`src/rtl/qmc_pkg.sv`:
```
// Shared helpers for the qmc launch/collect controller and its FIFOs.
package qmc_pkg;

  // Width of a counter that must hold every value in [0, depth].
  function automatic int cnt_w(input int depth);
    if (depth < 1) return 1;
    return $clog2(depth + 1);
  endfunction

  // Width of a pointer that addresses depth entries (at least one bit).
  function automatic int ptr_w(input int depth);
    if (depth <= 1) return 1;
    return $clog2(depth);
  endfunction

endpackage

```
`src/rtl/event_align_fifo_arr.sv`:
```
// In-order FIFO of N-element sidecar words. The popped word appears on
// pop_data in the cycle after the pop, lined up with a registered result.
module event_align_fifo_arr
  import qmc_pkg::*;
#(
  parameter int N     = 1,
  parameter int DW    = 32,
  parameter int DEPTH = 4
) (
  input  logic          clk,
  input  logic          rst_n,
  input  logic          push,
  input  logic [DW-1:0] push_data [0:N-1],
  input  logic          pop,
  output logic [DW-1:0] pop_data  [0:N-1],
  output logic          empty
);

  localparam int PW = ptr_w(DEPTH);
  localparam int CW = cnt_w(DEPTH);

  logic [DW-1:0] mem [0:DEPTH-1][0:N-1];
  logic [PW-1:0] wr_ptr;
  logic [PW-1:0] rd_ptr;
  logic [CW-1:0] count;
  logic          full;
  logic          push_en;
  logic          pop_en;

  // Wrap at DEPTH-1 explicitly so non-power-of-two depths stay in range.
  function automatic logic [PW-1:0] ptr_inc(input logic [PW-1:0] p);
    if (p == PW'(DEPTH - 1)) return '0;
    return p + 1'b1;
  endfunction

  assign empty   = (count == '0);
  assign full    = (count == CW'(DEPTH));
  assign push_en = push && !full;
  assign pop_en  = pop && !empty;

  // Pointer and occupancy bookkeeping.
  always_ff @(posedge clk or negedge rst_n) begin
    if (!rst_n) begin
      wr_ptr <= '0;
      rd_ptr <= '0;
      count  <= '0;
    end else begin
      if (push_en) wr_ptr <= ptr_inc(wr_ptr);
      if (pop_en)  rd_ptr <= ptr_inc(rd_ptr);
      case ({push_en, pop_en})
        2'b10:   count <= count + 1'b1;
        2'b01:   count <= count - 1'b1;
        default: count <= count;
      endcase
    end
  end

  // Storage write and registered read of the popped entry.
  always_ff @(posedge clk) begin
    if (push_en) begin
      for (int i = 0; i < N; i++) mem[wr_ptr][i] <= push_data[i];
    end
    if (pop_en) begin
      for (int i = 0; i < N; i++) pop_data[i] <= mem[rd_ptr][i];
    end
  end

endmodule

```
`src/rtl/join_out_fifo.sv`:
```
// In-order output queue for joined {result, sidecar} words. The head is read
// straight from the storage flops and forced to zero while the queue is empty,
// so the outputs are clean after reset and hold steady while stalled.
module join_out_fifo
  import qmc_pkg::*;
#(
  parameter int W     = 64,
  parameter int DEPTH = 4
) (
  input  logic         clk,
  input  logic         rst_n,
  input  logic         wr_en,
  input  logic [W-1:0] wr_data,
  output logic         rd_valid,
  input  logic         rd_ready,
  output logic [W-1:0] rd_data
);

  localparam int PW = ptr_w(DEPTH);
  localparam int CW = cnt_w(DEPTH);

  logic [W-1:0]  mem [0:DEPTH-1];
  logic [PW-1:0] wr_ptr;
  logic [PW-1:0] rd_ptr;
  logic [CW-1:0] count;
  logic          full;
  logic          wr_go;
  logic          rd_go;

  function automatic logic [PW-1:0] ptr_inc(input logic [PW-1:0] p);
    if (p == PW'(DEPTH - 1)) return '0;
    return p + 1'b1;
  endfunction

  assign full     = (count == CW'(DEPTH));
  assign rd_valid = (count != '0);
  assign wr_go    = wr_en && !full;
  assign rd_go    = rd_valid && rd_ready;
  assign rd_data  = rd_valid ? mem[rd_ptr] : '0;

  // Pointer and occupancy bookkeeping.
  always_ff @(posedge clk or negedge rst_n) begin
    if (!rst_n) begin
      wr_ptr <= '0;
      rd_ptr <= '0;
      count  <= '0;
    end else begin
      if (wr_go) wr_ptr <= ptr_inc(wr_ptr);
      if (rd_go) rd_ptr <= ptr_inc(rd_ptr);
      case ({wr_go, rd_go})
        2'b10:   count <= count + 1'b1;
        2'b01:   count <= count - 1'b1;
        default: count <= count;
      endcase
    end
  end

  // Storage write; the read side is the masked head mux above.
  always_ff @(posedge clk) begin
    if (wr_go) mem[wr_ptr] <= wr_data;
  end

endmodule

```
`src/rtl/qmc_launch_ctrl.sv`:
```
// Credit-gated launch/collect controller around an in-order, variable-latency
// arithmetic core. Sidecars wait in an align FIFO while the operand is in the
// core; each result is re-joined with its sidecar and queued for output.
module qmc_launch_ctrl
  import qmc_pkg::*;
#(
  parameter int N     = 1,
  parameter int DW    = 32,
  parameter int OW    = 32,
  parameter int RW    = 32,
  parameter int DEPTH = 4
) (
  input  logic          clk,
  input  logic          rst_n,
  input  logic          in_valid,
  output logic          in_ready,
  input  logic [OW-1:0] in_operand,
  input  logic [DW-1:0] in_side    [0:N-1],
  output logic          core_start,
  output logic [OW-1:0] core_operand,
  input  logic          core_valid,
  input  logic [RW-1:0] core_result,
  output logic          out_valid,
  input  logic          out_ready,
  output logic [RW-1:0] out_result,
  output logic [DW-1:0] out_side   [0:N-1],
  output logic          busy,
  output logic          err_underflow
);

  localparam int CW = cnt_w(DEPTH);
  localparam int W  = RW + N * DW;

  // Credits cover everything between launch and output handshake: items in
  // the core, in the join register and in the output queue. That bound keeps
  // both FIFOs from overflowing without any extra full checks here.
  logic [CW-1:0] cnt;

  logic          launch_p0;
  logic          collect_p0;
  logic          orphan_p0;
  logic          align_empty;
  logic          credit_ret;

  logic          vld_p1;
  logic [RW-1:0] join_result_p1;
  logic [DW-1:0] side_p1 [0:N-1];
  logic [W-1:0]  join_data_p1;
  logic [W-1:0]  out_data;

  // ---- stage p0: launch and collect decisions ----
  assign in_ready     = (cnt < CW'(DEPTH));
  assign launch_p0    = in_valid && in_ready;
  assign core_start   = launch_p0;
  assign core_operand = in_operand;

  assign collect_p0   = core_valid && !align_empty;
  assign orphan_p0    = core_valid && align_empty;
  assign credit_ret   = out_valid && out_ready;
  assign busy         = (cnt != '0);

  event_align_fifo_arr #(
    .N     (N),
    .DW    (DW),
    .DEPTH (DEPTH)
  ) u_align (
    .clk       (clk),
    .rst_n     (rst_n),
    .push      (launch_p0),
    .push_data (in_side),
    .pop       (collect_p0),
    .pop_data  (side_p1),
    .empty     (align_empty)
  );

  // Credit counter: +1 on launch, -1 on output handshake, both cancel.
  always_ff @(posedge clk or negedge rst_n) begin
    if (!rst_n) begin
      cnt <= '0;
    end else begin
      case ({launch_p0, credit_ret})
        2'b10:   cnt <= cnt + 1'b1;
        2'b01:   cnt <= cnt - 1'b1;
        default: cnt <= cnt;
      endcase
    end
  end

  // A result with no sidecar waiting is dropped and flagged until reset.
  always_ff @(posedge clk or negedge rst_n) begin
    if (!rst_n) begin
      err_underflow <= 1'b0;
    end else if (orphan_p0) begin
      err_underflow <= 1'b1;
    end
  end

  // ---- stage p1: join register, paired with the registered sidecar ----
  // Join-valid tracks each collect; it may be reloaded every cycle because its
  // previous contents are written to the output queue in that same cycle.
  always_ff @(posedge clk or negedge rst_n) begin
    if (!rst_n) begin
      vld_p1 <= 1'b0;
    end else begin
      vld_p1 <= collect_p0;
    end
  end

  // Join result data; only meaningful while vld_p1 is set.
  always_ff @(posedge clk) begin
    if (collect_p0) join_result_p1 <= core_result;
  end

  // Pack {result, side[0], ..., side[N-1]} with side[0] just below the result.
  always_comb begin
    join_data_p1 = '0;
    join_data_p1[W-1 -: RW] = join_result_p1;
    for (int i = 0; i < N; i++) begin
      join_data_p1[(N-1-i)*DW +: DW] = side_p1[i];
    end
  end

  // ---- stage p2: output queue head ----
  join_out_fifo #(
    .W     (W),
    .DEPTH (DEPTH)
  ) u_out (
    .clk      (clk),
    .rst_n    (rst_n),
    .wr_en    (vld_p1),
    .wr_data  (join_data_p1),
    .rd_valid (out_valid),
    .rd_ready (out_ready),
    .rd_data  (out_data)
  );

  // Unpack the head word back into result and sidecar elements.
  always_comb begin
    out_result = out_data[W-1 -: RW];
    for (int i = 0; i < N; i++) begin
      out_side[i] = out_data[(N-1-i)*DW +: DW];
    end
  end

endmodule

```
`config.mk`:
```
export PLATFORM = sky130hd
export DESIGN_NAME = qmc_launch_ctrl
export DESIGN_NICKNAME = d
export VERILOG_FILES = /design/src/rtl/qmc_pkg.sv /design/src/rtl/event_align_fifo_arr.sv /design/src/rtl/join_out_fifo.sv /design/src/rtl/qmc_launch_ctrl.sv
export SDC_FILE = /design/constraint.sdc
export NUM_CORES = 1
export LEC_CHECK = 0
export ABC_AREA = 1
export CORE_MARGIN = 1
export CORE_UTILIZATION = 55
export CTS_BUF_LIST = sky130_fd_sc_hd__clkbuf_8
export DETAILED_ROUTE_END_ITERATION = 8
export PLACE_DENSITY_LB_ADDON = 0.2
export SYNTH_ARGS = -nofsm -noshare
export SYNTH_HDL_FRONTEND = slang
export SYNTH_SLANG_ARGS = --single-unit
```
`constraint.sdc`:
```
create_clock -name clk -period 4.48 [get_ports clk]
set_input_delay 0.672 -clock clk [delete_from_list [all_inputs] [get_ports clk]]
set_output_delay 0.672 -clock clk [all_outputs]
set_load 0.02 [all_outputs]
```
## Word-level counts from Yosys, hierarchy flattened

Memories as Yosys holds them, arrays and structs flattened. A register that Yosys moved wholly into a read port is not among the register bits.
Cells that the tools add are included.

| operators by class | value |
|---|---|
| $add $sub $neg | 10 |
| magnitude comparators | 1 |
| mux-type cells | 24 |
| equality and inequality tests | 12 |
| reductions and logical operators | 16 |

Operators with widths:

| cell | count |
|---|---|
| 64-bit two-way mux | 1 |
| 3-bit one-hot mux with 2 select lines | 3 |
| 2-bit two-way mux | 8 |
| 2-bit == test, second input constant | 7 |
| 1-bit two-way mux | 12 |
| 3-bit by 1-bit adder with 3-bit output, second input constant | 3 |
| 3-bit by 1-bit subtractor with 3-bit output, second input constant | 3 |
| 2-bit by 1-bit adder with 2-bit output, second input constant | 4 |
| 1-bit logical AND | 7 |
| 2-bit by 1-bit == test with 1-bit output, second input constant | 3 |
| 3-bit == test, second input constant | 2 |
| 2-bit nonzero test | 3 |
| 3-bit nonzero test | 2 |
| 1-bit logical NOT | 3 |
| 3-bit logical NOT | 1 |
| 3-bit < comparator, second input constant | 1 |

| storage, ports and cells | value |
|---|---|
| input port bits | 101 |
| register bits after elaboration | 51 |
| bits in writable memories | 384 |
| logic and storage cells | 75 |
| memories kept | 2 |
| output and inout port bits | 101 |

Memory list:

| memory | words | bits a word | rd ports | clocked after Yosys merged registers in | write ports | line | text |
|---|---|---|---|---|---|---|---|
| u_out.mem | 4 | 64 | 1 | 0 | 1 | join_out_fifo.sv:22 | `logic [W-1:0] mem [0:DEPTH-1];` |
| u_align.mem | 4 | 32 | 1 | 1 | 1 | event_align_fifo_arr.sv:22 | `logic [DW-1:0] mem [0:DEPTH-1][0:N-1];` |

## Logic depth before layout (Yosys ltp)

| depth | value |
|---|---|
| depth after elaboration | 6 |
| mapped depth | 12 |
| gate-level depth less buffers | 12 |

## Modules after synthesis

From an unflattened synthesis, not the netlist that was laid out.

| unflattened totals | value |
|---|---|
| cell total of the unflattened synthesis | 1626 |
| area total of the unflattened synthesis | 19777.7 um^2 |

By module, submodules not included:

| module | seq. area each (um^2) | cells each | instances | area an instance (um^2) |
|---|---|---|---|---|
| join_out_fifo | 7862.5 | 1067 | 1 | 11858.9 |
| event_align_fifo_arr | 4979.8 | 465 | 1 | 6451.2 |
| qmc_launch_ctrl | 1086.0 | 94 | 1 | 1467.7 |

## Worst setup path after synthesis

Ideal clock, no wire load.

| path | value |
|---|---|
| path type | reg2reg |
| from | register u_out.count[0] |
| to | memory u_out.mem[0][0] (enable) |
| buffers on the path | 0 |
| cell stages (with the launch flop) | 5 |
| setup slack | 641 ps |
| setup time | 487 ps |
| arrival time | 3353 ps |
| period minus slack after synthesis | 3839 ps |
| data required time | 3993 ps |
| cell sequence | dfrtp_1 -> inv_2 -> nand3_1 -> nand2_1 -> nor2_1 |

| on the way | value |
|---|---|
| longest elaborated chain between the ends | 5 |

Ends and longest elaborated chain:

| what | line | text |
|---|---|---|
| start: declaration | join_out_fifo.sv:25 | `logic [CW-1:0] count;` |
| start signal: assignment | join_out_fifo.sv:51 | `2'b10: count <= count + 1'b1;` |
| start signal: assignment | join_out_fifo.sv:52 | `2'b01: count <= count - 1'b1;` |
| start signal: assignment | join_out_fifo.sv:53 | `default: count <= count;` |
| 3-bit == test | join_out_fifo.sv:35 | `assign full = (count == CW'(DEPTH));` |
| 1-bit logical NOT | join_out_fifo.sv:37 | `assign wr_go = wr_en && !full;` |
| 1-bit logical AND | join_out_fifo.sv:37 |  |
| 1-bit two-way mux | join_out_fifo.sv:60 | `if (wr_go) mem[wr_ptr] <= wr_data;` |
| 1-bit two-way mux (implied by the code) | join_out_fifo.sv:60 |  |
| end: declaration | join_out_fifo.sv:22 |  |

Every way passes these cells.

## Worst setup path after layout

| path | value |
|---|---|
| from | register u_out.rd_ptr[0] |
| to | output out_result[1] |

| on the way | value |
|---|---|
| longest elaborated chain between the ends | 2 |

Ends and longest elaborated chain:

| what | line | text |
|---|---|---|
| start: declaration | join_out_fifo.sv:24 | `logic [PW-1:0] rd_ptr;` |
| start signal: assignment | join_out_fifo.sv:49 | `if (rd_go) rd_ptr <= ptr_inc(rd_ptr);` |
| memory 4 x 64 bit | -- |  |
| 64-bit two-way mux | join_out_fifo.sv:39 | `assign rd_data = rd_valid ? mem[rd_ptr] : '0;` |
| end: declaration | qmc_launch_ctrl.sv:25 | `output logic [RW-1:0] out_result,` |

Every way passes these cells.

==> out/qor.yml <==
status:
  status: "complete, no violations"
placed_design:
  dp_cells: 2096
  pre_cts_ws_ns: 0.967
  routabilityCongestion: 0.751
  dp_hpwl_um: 21200
  port_buffers: 137
floorplanning:
  die_y_um: 190
  row_count: 68
  die_w_um: 190
  dieArea_um2: 35900
  io_pins: 202
  initial_core_util_pct: 56.0
  fp.coreArea_um2: 34500
routing:
  num_vias: 11200
  drc: 0
  routed_wl_um: 36600
  routedWlPerCell_um: 16.4
  drtIter0Drc: 657
  first_pass_iters: 5
  viasPerCell: 5.03
  ant_nets: 0
global_routing:
  antenna_found_initial: 0
  grt_overflow: 0
  track_usage_pct: 20.9
  grt_max_degree: 83
  grt_pass1_vias: 11100
  grt_pass1_wl_um: 58000
worst_setup_path:
  crit_path_start: "u_out.rd_ptr[0]"
  r2r_cells: 8
  reg2reg_slack_ns: 1.88
  worstPathCellList: "inv_4 -> buf_4 -> nand2_1 -> nand3_1 -> a21oi_2 -> clkdlybuf4s50_1"
  criticalPathCategory: "reg2out"
  cp_slowest_stage_delay_ns: 0.76
  reg2reg_to: "u_align.count[1]"
  crit_path_max_fanout: 82
  crit_path_end_kind: "output port"
  crit_slowest_cell: "inv_4"
  timing.critical_path.required_ns: 3.81
  cp-start-kind: "flip-flop"
  timing.rr.start: "u_align.count[0]"
  arrival_ns: 3.43
min_path:
  hold_path.class: "reg2reg"
  hold_depth: 0
  hold_path_end: "u_out.mem[0][11]"
  hp-start: "u_align.pop_data[11]"
layout:
  drive_above_1_share_pct: 12.9
  n_antenna_cell: 0
  area_growth_pct: 15.1
  nNetsFinal: 1835
  finalNonFillerCells: 2230
pwr:
  pwr_density_cell_nw_per_um2: 705
  vdd_ir_drop_max_v: 0.000376
  power_w: 0.0157
  cellLeakagePower_nw: 8.88
synthesis:
  synth.most_common_cell: "edfxtp_1"
  yosysTopAreaCellShare_pct: 69.5
  synth.avg_cell_area_um2: 12.2
  synth_cell_types: 25
  synth_nets: 1704
  synth-seq-area-share_pct: 72.0
  ys_top_cells_by_area: "edfxtp_1 (70%), inv_1 (5.6%), nand2_1 (5.1%)"
  yosys.area.top_type: "edfxtp_1"
  async_flop_share_pct: 4.07
  synth_common_cells: "edfxtp_1 (448), inv_1 (289), nand2_1 (261)"
  ys_ff_latch: 467
  syn_inst: 1587
  syn_area_um2: 19300
  yosysWarnings: 0
  synth_flop_cell: "edfxtp_1"
  synth_edf_count: 448
cts:
  holdBufCountCts: 0
  cts_setup_buffers: 0
  clock_tree.root_cell: "clkbuf_8"
  cts_resized: 0
  clockBufferDepth: 3
  numCtsBuffers: 75
  clk_latency_ns: 0.61
  cts.clk_slew.worst_paths_ns: 0.06
  cts_tree: "done"
  cts.sinks: 467
  htree_levels: 3
sta:
  rsz0062_at_grt: "no"
  slew_headroom_pct: 27.2
  clock.fmax_mhz: 244
  slew_viol_final: 0
  finalCritPeriodShare_pct: 91.5
  finalSetupViolations: 0
  worst_pin_slew_ns: 1.09
  post-route-min-period_ns: 4.10
  finalClockSkew_ns: 0.0434
  final.setup.tns_ns: 0
  hold_violations: 0
  worst_slack_ns: 0.383
run:
  cap_violations: 0
==> per-stage QoR <==
step,hold slack (ns),utilization [%],cell area (um2)
global route,0.471,64.5,22300
floorplan,0.376,-,19300
CTS,0.449,64.5,22300
detailed placement,0.463,60.4,20900
global placement,0.455,60.4,20900
finish,0.449,64.5,22300
==> final cells by class <==
| type | count | area [um2] |
|---|---|---|
| well taps | 455 | 569 |
| inverters | 295 | 1110 |
| clock buffers | 75 | 1030 |
| multi-input cells | 726 | 3720 |
| repair buffers | 153 | 1520 |
| flip-flops and latches | 467 | 13900 |
| clock inverters | 59 | 384 |
| fillers | 2576 | 12300 |
==> worst max-delay path by stage <==
stage / end
finish: out_result[1]
global route: out_result[1]
CTS: out_result[1]
detailed placement: out_result[1]
global placement: out_result[9]
floorplan: u_out.mem[0][0]
==> state kept, by name, indices dropped and copies added (netlist names) <==
signal            flops
cnt                   3
err_underflow         1
join_result_p1       32
u_align.count         3
u_align.mem         128
u_align.pop_data     32
u_align.rd_ptr        2
u_align.wr_ptr        2
u_out.count           3
u_out.mem           256
u_out.rd_ptr          2
u_out.wr_ptr          2
vld_p1                1
==> power by group <==
group	total [W]	internal [W]	switching, W
combinational	0.00563	0.00202	0.00361
sequential	0.00661	0.00612	0.000487
clock	0.00346	0.00181	0.00165
==> worst max-delay path: cells and delay by family, from the launching register on <==
family / cells / cell delay, ns
buffers and inverters: 3 / 1.80
AND/OR/NAND/NOR: 2 / 0.21
flip-flops: 1 / 0.73
AO/OA/AOI/OAI: 1 / 0.06
==> kinds of logic (layout without fill, tap and decap cells) <==
| family | after synthesis | count (layout) | share of synthesized area (%) |
|---|---|---|---|
| xor gates and xnor gates | 3 | 3 | 0.136 |
| and+or+nand+nor | 539 | 539 | 12.6 |
| buffers and inverters | 394 | 582 | 9.06 |
| DFF | 467 | 467 | 72.0 |
| AOI/OAI and AO/OA | 168 | 168 | 5.04 |
| adders and majority gates | 16 | 16 | 1.15 |
==> cells in the final DEF, fill, tap and decap left out, types with 31 or more instances in the layout <==
master / netlist / final
nand2_2: 31 / 31
nand3_2: 31 / 31
nand3_1: 107 / 107
nand2_1: 261 / 261
inv_1: 289 / 304
a21oi_2: 35 / 35
o21ai_0: 72 / 72
edfxtp_1: 448 / 448
clkdlybuf4s50_1: 0 / 137
clkbuf_8: 0 / 75
o21ai_1: 31 / 31
nor2_1: 104 / 96
==> routing by layer <==
layer  up-vias  GRT usage [%]  part of all wire (%)  wire (um)
li1       5469              -                     -          -
met1      5331           27.6                    43      15800
met2       341           34.7                    49      18000
met3        67           3.62                   5.7       2090
met4         0           8.25                   2.2        801
met5         -              0                     0          0
(Power assumes the default switching activity.)
